[src/rtl/mem_port_arbiter_pkg.sv]
// Shared types and constants for the memory port arbiter.
package mem_arb_pkg;

  typedef enum logic [1:0] {IDLE, ACCESS, RESP} state_e;

  localparam int unsigned MODE_RR    = 0;
  localparam int unsigned MODE_FIXED = 1;
  localparam int unsigned CNT_W      = 16;

endpackage

[src/rtl/mem_port_arbiter_if.sv]
// Request/response and RAM-port bundle between requesters and the arbiter.
interface mem_port_arbiter_if #(
  parameter int unsigned N_CH   = 3,
  parameter int unsigned ADDR_W = 64,
  parameter int unsigned DATA_W = 64
);

  logic [N_CH-1:0]        req_valid;
  logic [N_CH-1:0]        req_we;
  logic [N_CH*ADDR_W-1:0] req_addr;
  logic [N_CH*DATA_W-1:0] req_wdata;
  logic [N_CH-1:0]        req_ready;
  logic [N_CH-1:0]        resp_valid;
  logic [DATA_W-1:0]      resp_rdata;
  logic                   mem_we;
  logic [ADDR_W-1:0]      mem_addr;
  logic [DATA_W-1:0]      mem_wdata;
  logic [DATA_W-1:0]      mem_rdata;

  modport master (
    output req_valid, req_we, req_addr, req_wdata, mem_rdata,
    input  req_ready, resp_valid, resp_rdata, mem_we, mem_addr, mem_wdata
  );

  modport slave (
    input  req_valid, req_we, req_addr, req_wdata, mem_rdata,
    output req_ready, resp_valid, resp_rdata, mem_we, mem_addr, mem_wdata
  );

endinterface

[src/rtl/mem_port_arbiter_arb_pick.sv]
// Combinational winner selection: circular search from i_start (round-robin)
// or from index 0 (fixed priority).
module arb_pick
  import mem_arb_pkg::*;
#(
  parameter int unsigned N_CH = 3,
  parameter int unsigned MODE = MODE_RR,
  localparam int unsigned IDX_W = $clog2(N_CH)
) (
  input  logic [N_CH-1:0]  i_req,
  input  logic [IDX_W-1:0] i_start,
  output logic [N_CH-1:0]  o_grant,
  output logic [IDX_W-1:0] o_idx
);

  logic [IDX_W-1:0] w_base;
  logic [IDX_W-1:0] w_pos;
  logic             w_found;

  always_comb begin
    o_grant = '0;
    o_idx   = '0;
    w_found = 1'b0;
    w_pos   = '0;
    w_base  = (MODE == MODE_FIXED) ? '0 : i_start;
    for (int unsigned k = 0; k < N_CH; k++) begin
      w_pos = IDX_W'((32'(w_base) + k) % N_CH);
      if (!w_found && i_req[w_pos]) begin
        o_grant[w_pos] = 1'b1;
        o_idx          = w_pos;
        w_found        = 1'b1;
      end
    end
  end

endmodule

[src/rtl/mem_port_arbiter.sv]
// Shares one RAM port among N_CH requesters: IDLE -> ACCESS (RD_LAT cycles) -> RESP.
module mem_port_arbiter
  import mem_arb_pkg::*;
#(
  parameter int unsigned N_CH   = 3,
  parameter int unsigned ADDR_W = 64,
  parameter int unsigned DATA_W = 64,
  parameter int unsigned RD_LAT = 1,
  parameter int unsigned MODE   = MODE_RR
) (
  input  logic                  clk,
  input  logic                  rst,
  input  logic                  i_hold,
  mem_port_arbiter_if.slave     bus,
  output logic                  o_busy,
  output logic [N_CH*CNT_W-1:0] o_grant_cnt
);

  localparam int unsigned IDX_W = $clog2(N_CH);
  localparam int unsigned LAT_W = 2;

  state_e                       r_state, w_state_nxt;
  logic [LAT_W-1:0]             r_lat_cnt;
  logic [IDX_W-1:0]             r_last;
  logic [N_CH-1:0]              r_gnt_oh;
  logic                         r_we;
  logic [ADDR_W-1:0]            r_addr;
  logic [DATA_W-1:0]            r_wdata;
  logic [DATA_W-1:0]            r_rdata;
  logic [N_CH-1:0][CNT_W-1:0]   r_grant_cnt;

  logic [IDX_W-1:0]             w_start, w_pick_idx;
  logic [N_CH-1:0]              w_pick_oh, w_ready;
  logic                         w_hs, w_lat_done;

  assign w_start    = (r_last == IDX_W'(N_CH - 1)) ? '0 : r_last + 1'b1;
  assign w_lat_done = (r_lat_cnt == '0);
  assign w_hs       = |w_ready;

  arb_pick #(
    .N_CH (N_CH),
    .MODE (MODE)
  ) u_pick (
    .i_req   (bus.req_valid),
    .i_start (w_start),
    .o_grant (w_pick_oh),
    .o_idx   (w_pick_idx)
  );

  always_comb begin
    w_state_nxt = r_state;
    w_ready     = '0;
    unique case (r_state)
      IDLE: begin
        if (!i_hold && |bus.req_valid) begin
          w_ready     = w_pick_oh;
          w_state_nxt = ACCESS;
        end
      end
      ACCESS:  if (w_lat_done) w_state_nxt = RESP;
      RESP:    w_state_nxt = IDLE;
      default: w_state_nxt = IDLE;
    endcase
  end

  always_ff @(posedge clk) begin
    if (rst) begin
      r_state     <= IDLE;
      r_lat_cnt   <= '0;
      r_last      <= IDX_W'(N_CH - 1);
      r_gnt_oh    <= '0;
      r_we        <= 1'b0;
      r_addr      <= '0;
      r_wdata     <= '0;
      r_rdata     <= '0;
      r_grant_cnt <= '0;
    end else begin
      r_state <= w_state_nxt;
      if (w_hs) begin
        r_last    <= w_pick_idx;
        r_gnt_oh  <= w_pick_oh;
        r_we      <= bus.req_we[w_pick_idx];
        r_addr    <= bus.req_addr[w_pick_idx*ADDR_W +: ADDR_W];
        r_wdata   <= bus.req_wdata[w_pick_idx*DATA_W +: DATA_W];
        r_lat_cnt <= LAT_W'(RD_LAT - 1);
        if (r_grant_cnt[w_pick_idx] != '1) begin
          r_grant_cnt[w_pick_idx] <= r_grant_cnt[w_pick_idx] + 1'b1;
        end
      end else if (r_state == ACCESS && !w_lat_done) begin
        r_lat_cnt <= r_lat_cnt - 1'b1;
      end
      // Read data is captured on the final ACCESS cycle; writes leave it untouched.
      if (r_state == ACCESS && w_lat_done && !r_we) begin
        r_rdata <= bus.mem_rdata;
      end
    end
  end

  // First ACCESS cycle is the one where the counter still holds its load value.
  assign bus.mem_we     = (r_state == ACCESS) && r_we && (r_lat_cnt == LAT_W'(RD_LAT - 1));
  assign bus.mem_addr   = r_addr;
  assign bus.mem_wdata  = r_wdata;
  assign bus.req_ready  = w_ready;
  assign bus.resp_valid = (r_state == RESP) ? r_gnt_oh : '0;
  assign bus.resp_rdata = r_rdata;
  assign o_busy         = (r_state != IDLE);
  assign o_grant_cnt    = r_grant_cnt;

endmodule

[src/flat_wrapper.sv]
// flat-port wrapper written by rule: the top's interface ports become plain ports
module mem_port_arbiter_flat import mem_arb_pkg::*;
#(
  parameter int unsigned N_CH   = 3,
  parameter int unsigned ADDR_W = 64,
  parameter int unsigned DATA_W = 64,
  parameter int unsigned RD_LAT = 1,
  parameter int unsigned MODE   = MODE_RR
)
  (clk, rst, i_hold, o_busy, o_grant_cnt, bus_req_valid, bus_req_we, bus_req_addr, bus_req_wdata, bus_mem_rdata, bus_req_ready, bus_resp_valid, bus_resp_rdata, bus_mem_we, bus_mem_addr, bus_mem_wdata);
  mem_port_arbiter_if #(.N_CH(N_CH), .ADDR_W(ADDR_W), .DATA_W(DATA_W)) bus_i ();
  input  logic clk;
  input  logic rst;
  input  logic i_hold;
  output logic o_busy;
  output logic [N_CH*CNT_W-1:0] o_grant_cnt;
  input wire logic [$bits(bus_i.req_valid)-1:0] bus_req_valid;
  input wire logic [$bits(bus_i.req_we)-1:0] bus_req_we;
  input wire logic [$bits(bus_i.req_addr)-1:0] bus_req_addr;
  input wire logic [$bits(bus_i.req_wdata)-1:0] bus_req_wdata;
  input wire logic [$bits(bus_i.mem_rdata)-1:0] bus_mem_rdata;
  output wire logic [$bits(bus_i.req_ready)-1:0] bus_req_ready;
  output wire logic [$bits(bus_i.resp_valid)-1:0] bus_resp_valid;
  output wire logic [$bits(bus_i.resp_rdata)-1:0] bus_resp_rdata;
  output wire logic [$bits(bus_i.mem_we)-1:0] bus_mem_we;
  output wire logic [$bits(bus_i.mem_addr)-1:0] bus_mem_addr;
  output wire logic [$bits(bus_i.mem_wdata)-1:0] bus_mem_wdata;
  assign bus_i.req_valid = bus_req_valid;
  assign bus_i.req_we = bus_req_we;
  assign bus_i.req_addr = bus_req_addr;
  assign bus_i.req_wdata = bus_req_wdata;
  assign bus_i.mem_rdata = bus_mem_rdata;
  assign bus_req_ready = bus_i.req_ready;
  assign bus_resp_valid = bus_i.resp_valid;
  assign bus_resp_rdata = bus_i.resp_rdata;
  assign bus_mem_we = bus_i.mem_we;
  assign bus_mem_addr = bus_i.mem_addr;
  assign bus_mem_wdata = bus_i.mem_wdata;
  mem_port_arbiter #(.N_CH(N_CH), .ADDR_W(ADDR_W), .DATA_W(DATA_W), .RD_LAT(RD_LAT), .MODE(MODE)) u_core (.clk(clk), .rst(rst), .i_hold(i_hold), .bus(bus_i), .o_busy(o_busy), .o_grant_cnt(o_grant_cnt));
endmodule
[config.mk]
export PLATFORM = sky130hd
export DESIGN_NAME = mem_port_arbiter_flat
export DESIGN_NICKNAME = d
export VERILOG_FILES = /design/src/rtl/mem_port_arbiter_pkg.sv /design/src/rtl/mem_port_arbiter_if.sv /design/src/rtl/mem_port_arbiter_arb_pick.sv /design/src/rtl/mem_port_arbiter.sv /design/src/flat_wrapper.sv
export SDC_FILE = /design/constraint.sdc
export NUM_CORES = 1
export LEC_CHECK = 0
export ABC_CLOCK_PERIOD_IN_PS = 3350
export BUFFER_PORTS_ARGS = -buffer_cell sky130_fd_sc_hd__buf_2
export CORE_AREA = 4 4 273 275
export CTS_BUF_LIST = sky130_fd_sc_hd__clkbuf_2
export DETAILED_ROUTE_END_ITERATION = 16
export DIE_AREA = 0 0 277 279
export GPL_ROUTABILITY_DRIVEN = 0
export SLEW_MARGIN = 15
export SYNTH_ARGS = -nofsm -noshare
export SYNTH_HDL_FRONTEND = slang
export SYNTH_SLANG_ARGS = --single-unit
[constraint.sdc]
create_clock -name clk -period 3.35 [get_ports clk]
set_input_delay 0.8375 -clock clk [delete_from_list [all_inputs] [get_ports clk]]
set_output_delay 0.8375 -clock clk [all_outputs]
set_load 0.01 [all_outputs]
## Yosys cells after proc, flatten, opt, wreduce, memory -nomap -nowiden

Index checks and enable logic that the tools add are counted.

- Flip-flop bits (word level): 250
- Word-level logic and storage cells: 96
- Output and inout bits: 248

- Multiplexer cells: 34
- $add $sub $neg: 5
- Equality and inequality tests: 6
- Order comparisons: 8
- Div/mod/pow operators: 3
- Shift-type cells: 2
- Bitwise gates (word level): 2
- Reduce and logical (&&, ||, !) cells: 25

Operators by type and width:

| kind | number |
|---|---|
| 192-bit by 9-bit variable part select with 64-bit output | 2 |
| 32-bit by 2-bit modulo with 32-bit output (second input constant) | 2 |
| 48-bit bitwise mux | 1 |
| 16-bit binary-select mux with 2-bit select | 1 |
| 16-bit demux with 2-bit select | 1 |
| 2-bit by 2-bit modulo with 32-bit output (second input constant) | 1 |
| 16-bit two-way mux | 2 |
| 3-bit two-way mux | 6 |
| 16-bit by 1-bit adder with 16-bit output (second input constant) | 1 |
| 16-bit != test (second input constant) | 1 |
| 1-bit logical AND | 12 |
| 2-bit by 3-bit < comparator with 1-bit output (second input constant) | 4 |
| 2-bit two-way mux | 6 |
| 1-bit two-way mux | 9 |
| 1-bit binary-select mux with 2-bit select | 4 |
| 2-bit by 1-bit greater-or-equal comparator with 1-bit output (second input constant) | 4 |
| 1-bit demux with 2-bit select | 3 |
| 3-bit OR | 2 |
| 3-bit OR reduction | 2 |
| 1-bit logical NOT | 5 |
| 2-bit == test (second input constant) | 2 |
| 2-bit logical NOT | 2 |
| 2-bit by 1-bit != test with 1-bit output (second input constant) | 2 |
| 2-bit case mux with 2 select lines | 1 |
| other kinds (8) | 9 |

## Logic depth before layout (Yosys ltp)

Gate-level depths: netlist (run 1).

- Depth in word-level cells: 17
- Mapped depth: 14

## Hierarchy

From an unflattened synthesis (run 1), not the netlist that was laid out.

- Cell total of the unflattened synthesis: 1,474
- Area total of the unflattened synthesis: 12,087.8 um2

Modules (own cells, without submodules):

| module | area an instance (um2) | times used | cells an instance |
|---|---|---|---|
| mem_port_arbiter | 11,821.3 | 1 | 1,436 |
| arb_pick | 266.5 | 1 | 38 |

## Least setup slack after synthesis (run 1)

No wires, ideal clock.

- Path kind: input -> register
- Start point: input port bus_req_valid[0]
- End point: register u_core.r_grant_cnt, in the netlist u_core.o_grant_cnt[10]
- Arrival: 3,239 ps
- Setup slack: -21 ps
- Setup time: 132 ps
- Buffers on the path: 1
- Stages on the path: 12
- Cell sequence: buf_2 -> nor2_2 -> o2bb2ai_4 -> a21oi_1 -> a21oi_1 -> ha_1 -> o21ai_1 -> nor4_2 -> inv_1 -> or4_1 -> nand4_1 -> a21oi_1

- Word-level cells in the longest chain between the ends: 14

Ends and longest elaborated chain:

| element | RTL line | RTL |
|---|---|---|
| from (decl) | flat_wrapper.sv:17 | `input wire logic [$bits(bus_i.req_valid)-1:0] bus_req_valid;` |
| parallel branches: the longest is 14 deep, another holds 16-bit by 1-bit adder with 16-bit output | -- |  |
| to (signal, indexed assignment) | mem_port_arbiter.sv:87 | `r_grant_cnt[w_pick_idx] <= r_grant_cnt[w_pick_idx] + 1'b1;` |
| to (decl) | mem_port_arbiter.sv:30 | `logic [N_CH-1:0][CNT_W-1:0] r_grant_cnt;` |

Parallel ways; which one is timed is not known. The select of a mux whose other input is x is not followed.
A chain may end at the register's enable or synchronous reset.

## Worst setup path after layout (run 1)

- Start point: register u_core.r_state[1]
- End point: output port bus_req_ready[0]

- Word-level cells in the longest chain between the ends: 2

Ends and longest elaborated chain:

| element | RTL line | RTL |
|---|---|---|
| from (decl) | mem_port_arbiter.sv:22 | `state_e r_state, w_state_nxt;` |
| from (signal assigned) | mem_port_arbiter.sv:78 | `r_state <= w_state_nxt;` |
| 2-bit logical NOT | mem_port_arbiter.sv:53 | `unique case (r_state)` |
| 3-bit two-way mux | mem_port_arbiter.sv:53 |  |
| to (decl) | flat_wrapper.sv:22 | `output wire logic [$bits(bus_i.req_ready)-1:0] bus_req_ready;` |

No other way between the ends.

==> run metrics, run 1 <==
Clock Skew 0.0469 ns; post-DP HPWL 46900 um; largest net degree at the start of global routing 127; maximum VDD drop 0.190 mV; detailed-route wire length 61000 um; CTS root buffer clkbuf_2; mux cell area share after synthesis 0; first-pass GRT wire length 87100 um; CP delay by family, top simple AND/OR/NAND/NOR gates; antenna-violating nets left 0; final clock period utilization by the worst path 0.932; Yosys warning count 0; count of mapped cells out of synthesis 1352; synth top area cells dfxtp_1 (45%), a311oi_1 (10%), nand2_1 (9.2%), a22oi_1 (8.8%), a21oi_1 (5.2%); CP Cell Sequence or2_2 > nor3_4 > nand3_1 > clkinv_1 > buf_2; row count 99; Clk pin slew, worst setup/hold paths 0.09 ns; Yosys top cell area share 0.449; CP max-delay cell or2_2; drt via density 4.36; RSZ-0062 raised after global routing true; Max FO, Critical Path 5; PD cells 414 nW/um^2; Post-synth EDFFs 0; H-Tree Depth 3; Slew Limit Fails 0; maxcap violations 0; DRT Pass-1 Iters 5; Clock Path Buffers 3; overall routing resource usage 0.147; post-synthesis register bit count 250; WS Path Type flip-flop to output port; Worst Path Arrival 2.28 ns; leakage 8.09 nW; syn nets 1811; Initial Util 0.154; WHS 0.225 ns; 1st-iter DRT viols 683; worst hold path class input pin to flip-flop; Area Growth Syn to Fin 64.4%; Compound-Gate Fraction of Synth Area 0.291; Power, Total 7.59 mW; minimum clock period 3.12 ns; Overflow after GRT 0; Post-synth top cells nand2_1 (272), dfxtp_1 (250), nor2_1 (151); actual slew at the worst max-slew pin 0.880 ns; crit start category flip-flop; # DRC 0; vias after detailed routing 14100; XOR/XNOR share of the synthesized area 0.0110; Num CTS Buffers 70; worst skew pair latency 0.94 ns; die footprint 77300 um^2; Async SR Flop Fraction 0; DIE HEIGHT 279 um; vias in the first global route 13700; Most used DFF post-synth dfxtp_1; post-DR wirelength/cell 18.8 um; Slew HR 0.413; simple-gate share of the synthesized area 0.194; Post-Synth Adder-Cell Area 0.00225; layout cells sized above 1 0.395; Synth area leader dfxtp_1; initial antenna violation count 33; CP bufs+invs 2; CP endpoint kind output port; Port Buffers 704; synth unique cells 61; final setup violating endpoints 0; CP max stage delay 0.34 ns; status complete, no violations; Final #Nets 2697; total clock sinks 250; CTS tree built; Die Wd 277 um; Final Hold Fails 0; io pins 705; Core ar. 72300 um^2; most frequent cell after synthesis nand2_1; post-synthesis sequential area ratio 0.449; average size of a mapped cell 8.24 um^2; fmax 320 MHz; largest family of logic cells by synthesized area compound AO/OA/AOI/OAI gates; Post-Syn Area 11100 um^2; Worst Path Required 2.51 ns
-- flip-flops by register name, summed over array words and instances, names as in the netlist --
signal and cells:
u_core.bus.mem_addr 64, u_core.bus.mem_wdata 64, u_core.bus.resp_rdata 64, u_core.o_grant_cnt 48
u_core.r_gnt_oh 3, u_core.r_last 2, u_core.r_lat_cnt 2, u_core.r_state 2
u_core.r_we 1
-- cells in the final DEF, fill, tap and decap left out, drive strengths merged, types with 2 or more instances in the layout --
master	instances
nand3	6
nor4	6
a221o	4
o21bai	2
nor3	32
inv	7
a2bb2oi	2
xnor2	10
a311oi	129
clkinv	13
nand4	7
and4	3
dfxtp	250
xor2	4
a211oi	24
diode	7
buf	766
a22oi	131
o21a	2
and2	4
a21oi	115
clkinvlp	2
a222oi	2
nand2b	9
or4	2
clkbuf	98
ha	2
o2bb2ai	8
dlygate4sd3	178
o21ai	13
or2	2
nor3b	2
a221oi	4
nor2b	2
nand2	272
nor2	155
-- cells by family (layout without fill, tap and decap cells) --
| group | after synthesis | count (layout) |
|---|---|---|
| AND/OR/NAND/NOR | 507 | 507 |
| AO/OA/AOI/OAI | 441 | 441 |
| flip-flops | 250 | 250 |
| buffers and inverters | 138 | 1065 |
| XOR/XNOR | 14 | 14 |
| adder cells (fa/ha/maj) | 2 | 2 |
| other | 0 | 7 |
-- what timing repair did --
item	in CTS	in global routing
hold endpoints to repair	178	0
hold buffers	178	0
setup endpoints to repair	3	3
pin swaps	1	1
gates resized for setup	3	0
buffers inserted	1	1
-- worst paths after layout --
path / from / to / slack (ns) / cells past startpoint
setup reg to reg: u_core.r_last[1] / u_core.o_grant_cnt[14] / 0.51 / 10
hold reg to reg: u_core.bus.resp_rdata[16] / u_core.bus.resp_rdata[16] / 0.46 / 2
setup / recovery: u_core.r_state[1] / bus_req_ready[0] / 0.23 / 5
hold / removal: bus_mem_rdata[17] / u_core.bus.resp_rdata[17] / 0.23 / 3
-- layer usage --
metal  GRT usage  wire length, um  up-vias  share of wire
met3      0.0483             5690      167          0.093
met5           0               74        -         0.0012
met2       0.244            28800      727           0.47
met4      0.0824             3250       12          0.053
li1            -                -     6758              -
met1       0.168            23300     6470           0.38
-- worst reg2reg max path: cells and delay by family (launching register included) --
| kind | cells | cell delay, ns |
|---|---|---|
| buffers and inverters | 2 | 0.39 |
| AOI/OAI and AO/OA | 4 | 0.68 |
| xor gates and xnor gates | 1 | 0.25 |
| and+or+nand+nor | 3 | 0.96 |
| DFF | 1 | 0.42 |
-- stage by stage --
step / setup TNS, ns / util / instances / setup slack, ns / cell area (um^2)
after global routing: -0.0478 / 0.253 / 3244 / -0.0321 / 18300
after CTS: -0.0153 / 0.253 / 3237 / -0.00913 / 18300
after detailed placement: -0.688 / 0.220 / 2945 / -0.0570 / 15900
after global placement: -0.0370 / 0.220 / 2945 / -0.0117 / 15900
after floorplan: 0 / - / 1352 / 0.0721 / 11100
final: 0 / 0.253 / 3245 / 0.229 / 18300
-- area by class of cell --
cell class                 instances  area, um^2
clock buffer                      98         490
sequential                       250        5000
tap                              959        1200
inverter                           8        30.0
timing repair buffer             944        5860
multi-input combinational        964        5610
clock inverter                    15        97.6
antenna                            7        17.5
fill                            7854       54000
-- where the power goes --
group / internal, mW / leakage [nW] / switching (mW)
combinational: 0.879 / 5.59 / 1.11
clock: 0.855 / 0.450 / 1.38
sequential: 3.21 / 2.05 / 0.151
total: 4.94 / 8.09 / 2.65
No activity file was read; power rests on OpenSTA's default activity.
==> inputs of run 2 (changes only) <==
--- a/config.mk
+++ b/config.mk
@@ -7,10 +7,10 @@
 export LEC_CHECK = 0
 export ABC_CLOCK_PERIOD_IN_PS = 3350
 export BUFFER_PORTS_ARGS = -buffer_cell sky130_fd_sc_hd__buf_2
-export CORE_AREA = 4 4 273 275
+export CORE_AREA = 2 2 271 273
 export CTS_BUF_LIST = sky130_fd_sc_hd__clkbuf_2
 export DETAILED_ROUTE_END_ITERATION = 16
-export DIE_AREA = 0 0 277 279
+export DIE_AREA = 0 0 273 275
 export GPL_ROUTABILITY_DRIVEN = 0
 export SLEW_MARGIN = 15
 export SYNTH_ARGS = -nofsm -noshare
==> run metrics, run 2 (synthesis results as in run 1) <==
minimum clock period 3.10 ns (was 3.12 ns); actual slew at the worst max-slew pin 0.863 ns (was 0.880 ns); Gate power share 0.263 (was 0.262); layout cells sized above 1 0.397 (was 0.395); launch point of the worst reg-to-reg path u_core.r_last[0] (was u_core.r_last[1]); CP bufs+invs 5 (was 2); post-DP HPWL 44000 um (was 46900 um); final core utilization 0.258 (was 0.253); Multi-input gate area 5620 um^2 (was 5610 um^2); overall routing resource usage 0.145 (was 0.147); Die Wd 273 um (was 277 um); io pins 705 (unchanged); R2R Setup Slk 0.25 ns (was 0.51 ns); Area Growth Syn to Fin 67.9% (was 64.4%); PD cells 414 nW/um^2 (about the same); row count 99 (unchanged); final setup violating endpoints 0 (unchanged); maxcap violations 0 (unchanged); DIE HEIGHT 275 um (was 279 um); Slew HR 0.424 (was 0.413); vias in the first global route 13300 (was 13700); CP Cell Sequence and2b_4 > o2bb2ai_4 > buf_4 > buf_12 > buf_4 > buf_4 > nand2_1 > a311oi_1 > dlygate4sd3_1 (was or2_2 > nor3_4 > nand3_1 > clkinv_1 > buf_2); Clock Path Buffers 3 (unchanged); Sw Ratio 0.354 (was 0.349); detailed-route wire length 59100 um (was 61000 um); Port Buffers 704 (unchanged); clock share of power 0.304 (was 0.295); Worst Path Arrival 4.03 ns (was 2.28 ns); CP delay by family, top buffers and inverters (was simple AND/OR/NAND/NOR gates); maximum VDD drop 0.215 mV (was 0.190 mV); H-Tree Depth 3 (unchanged); Worst setup endpoint u_core.bus.mem_wdata[38] (was bus_req_ready[0]); Reg area 5000 um^2 (unchanged); critical path depth 9 (was 5); CP endpoint kind flip-flop (was output port); Worst setup startpoint u_core.r_last[0] (was u_core.r_state[1]); crit start category flip-flop (unchanged); final clock period utilization by the worst path 0.926 (was 0.932); worst hold path class input pin to flip-flop (unchanged); post-DR wirelength/cell 18.0 um (was 18.8 um); most frequent cells in the layout buf_2 (703), nand2_1 (272), dfxtp_1 (250), dlygate4sd3_1 (195), nor2_1 (149) (was buf_2 (703), nand2_1 (271), dfxtp_1 (250), dlygate4sd3_1 (178), nor2_1 (149)); initial antenna violation count 26 (was 33); Slew Limit Fails 0 (unchanged); DRT Pass-1 Iters 5 (unchanged); Reg2Reg Depth 9 (was 10); CP max stage delay 0.60 ns (was 0.34 ns); fmax 322 MHz (was 320 MHz); Filler cells 7907 (was 7854); Clock Skew 0.0927 ns (was 0.0469 ns); Critical Path Most Common Cell buf_4; commonest non-fill, non-tap cell in the layout buf_2 (unchanged); total clock sinks 250 (unchanged); Sw Pwr 2.74 mW (was 2.65 mW); vias after detailed routing 14300 (was 14100); antenna-violating nets left 0 (unchanged); Overflow after GRT 0 (unchanged); Initial Util 0.154 (unchanged); Final Hold Fails 0 (unchanged); # DRC 0 (unchanged); Max FO, Critical Path 65 (was 5); die footprint 75100 um^2 (was 77300 um^2); R2R Path End u_core.bus.mem_wdata[38] (was u_core.o_grant_cnt[14]); largest net degree at the start of global routing 141 (was 127); drt via density 4.34 (was 4.36); Int Power 5.01 mW (was 4.94 mW); CTS tree built (unchanged); Core ar. 72300 um^2 (unchanged); 1st-iter DRT viols 701 (was 683); worst skew pair latency 0.99 ns (was 0.94 ns); Power, Total 7.74 mW (was 7.59 mW); Worst Path Required 4.28 ns (was 2.51 ns); Clk pin slew, worst setup/hold paths 0.10 ns (was 0.09 ns); WS Path Type flip-flop to flip-flop (was flip-flop to output port); register share of total power 0.433 (was 0.443); first-pass GRT wire length 82200 um (was 87100 um); Final #Nets 2724 (was 2697); CTS root buffer clkbuf_2 (unchanged); leakage 8.29 nW (was 8.09 nW); Num CTS Buffers 74 (was 70); status complete, no violations (unchanged); CP max-delay cell dlygate4sd3_1 (was or2_2)
## run 2: cell types whose count changed in the layout (fill, tap and decap cells not counted), sizes merged
cell,delta
buf,+4
clkinv,+6
diode,+4
clkbuf,+12
inv,+2
dlygate4sd3,+17
bufinv,-1
clkinvlp,+1
## run 2: worst min path at each step
stage / startpoint / to / cells past startpoint
final: bus_mem_rdata[23] / u_core.bus.resp_rdata[23] / 3
after global routing: bus_mem_rdata[23] / u_core.bus.resp_rdata[23] / 3
after floorplan: u_core.r_gnt_oh[0] / u_core.r_gnt_oh[0] / 2
after global placement: u_core.bus.resp_rdata[5] / u_core.bus.resp_rdata[5] / 2
after detailed placement: u_core.bus.resp_rdata[18] / u_core.bus.resp_rdata[18] / 2
after CTS: bus_req_wdata[103] / u_core.bus.mem_wdata[39] / 3
## run 2: cell type report
| cell class | instances | share of cell area |
|---|---|---|
| Clock inverter | 23 | 0.00616 |
| Inverter | 8 | 0.00161 |
| Sequential cell | 250 | 0.268 |
| Clock buffer | 108 | 0.0289 |
| Timing Repair Buffer | 967 | 0.330 |
| Antenna cell | 11 | 0.00147 |
| Tap cell | 959 | 0.0642 |
| Multi-Input combinational cell | 964 | 0.301 |
## run 2: worst register-to-register path: cells and delay by family (launching register included)
family                 cells  cell delay, ns
DFF                        1            0.40
and+or+nand+nor            2            0.56
AOI/OAI and AO/OA          2            0.51
buffers and inverters      5            1.62
## run 2: layer usage
metal | routed length, um | GRT usage
met5 | 41 | 0
met4 | 2270 | 0.0659
met3 | 5400 | 0.0436
met2 | 28500 | 0.249
met1 | 22800 | 0.165
## run 2: per-stage QoR
| step | area [um^2] | instances | TNS [ns] | worst slack (ns) | hold slack, ns |
|---|---|---|---|---|---|
| after floorplan | 11100 | 1352 | 0 | 0.0721 | 0.432 |
| after global placement | 16000 | 2947 | 0 | 0.0486 | 0.440 |
| after detailed placement | 16000 | 2947 | 0 | 0.0220 | 0.444 |
| after CTS | 18600 | 3276 | 0 | 0.0160 | 0.000449 |
| after global routing | 18700 | 3287 | -0.0121 | -0.0121 | 0.00931 |
| final | 18700 | 3290 | 0 | 0.249 | 0.177 |
## run 2: power by group through the flow
stage | registers (mW) | clock network (mW) | logic [mW]
2_1_floorplan | 3.50 | 0 | 0.826
5_1_grt | 3.38 | 2.65 | 2.21
3_3_place_gp | 3.42 | 0 | 1.80
6_report | 3.35 | 2.36 | 2.03
4_1_cts | 3.35 | 2.51 | 2.02
3_5_place_dp | 3.42 | 0 | 1.81
## run 2: timing repair
item | 4_1_cts | 5_1_grt
hold buffers | 195 | 0
hold endpoints to repair | 184 | 0
gates cloned | 0 | 1
setup endpoints to repair | 3 | 3
setup buffers | 3 | 2
gates resized for setup | 5 | 3
pin swaps | 2 | 3
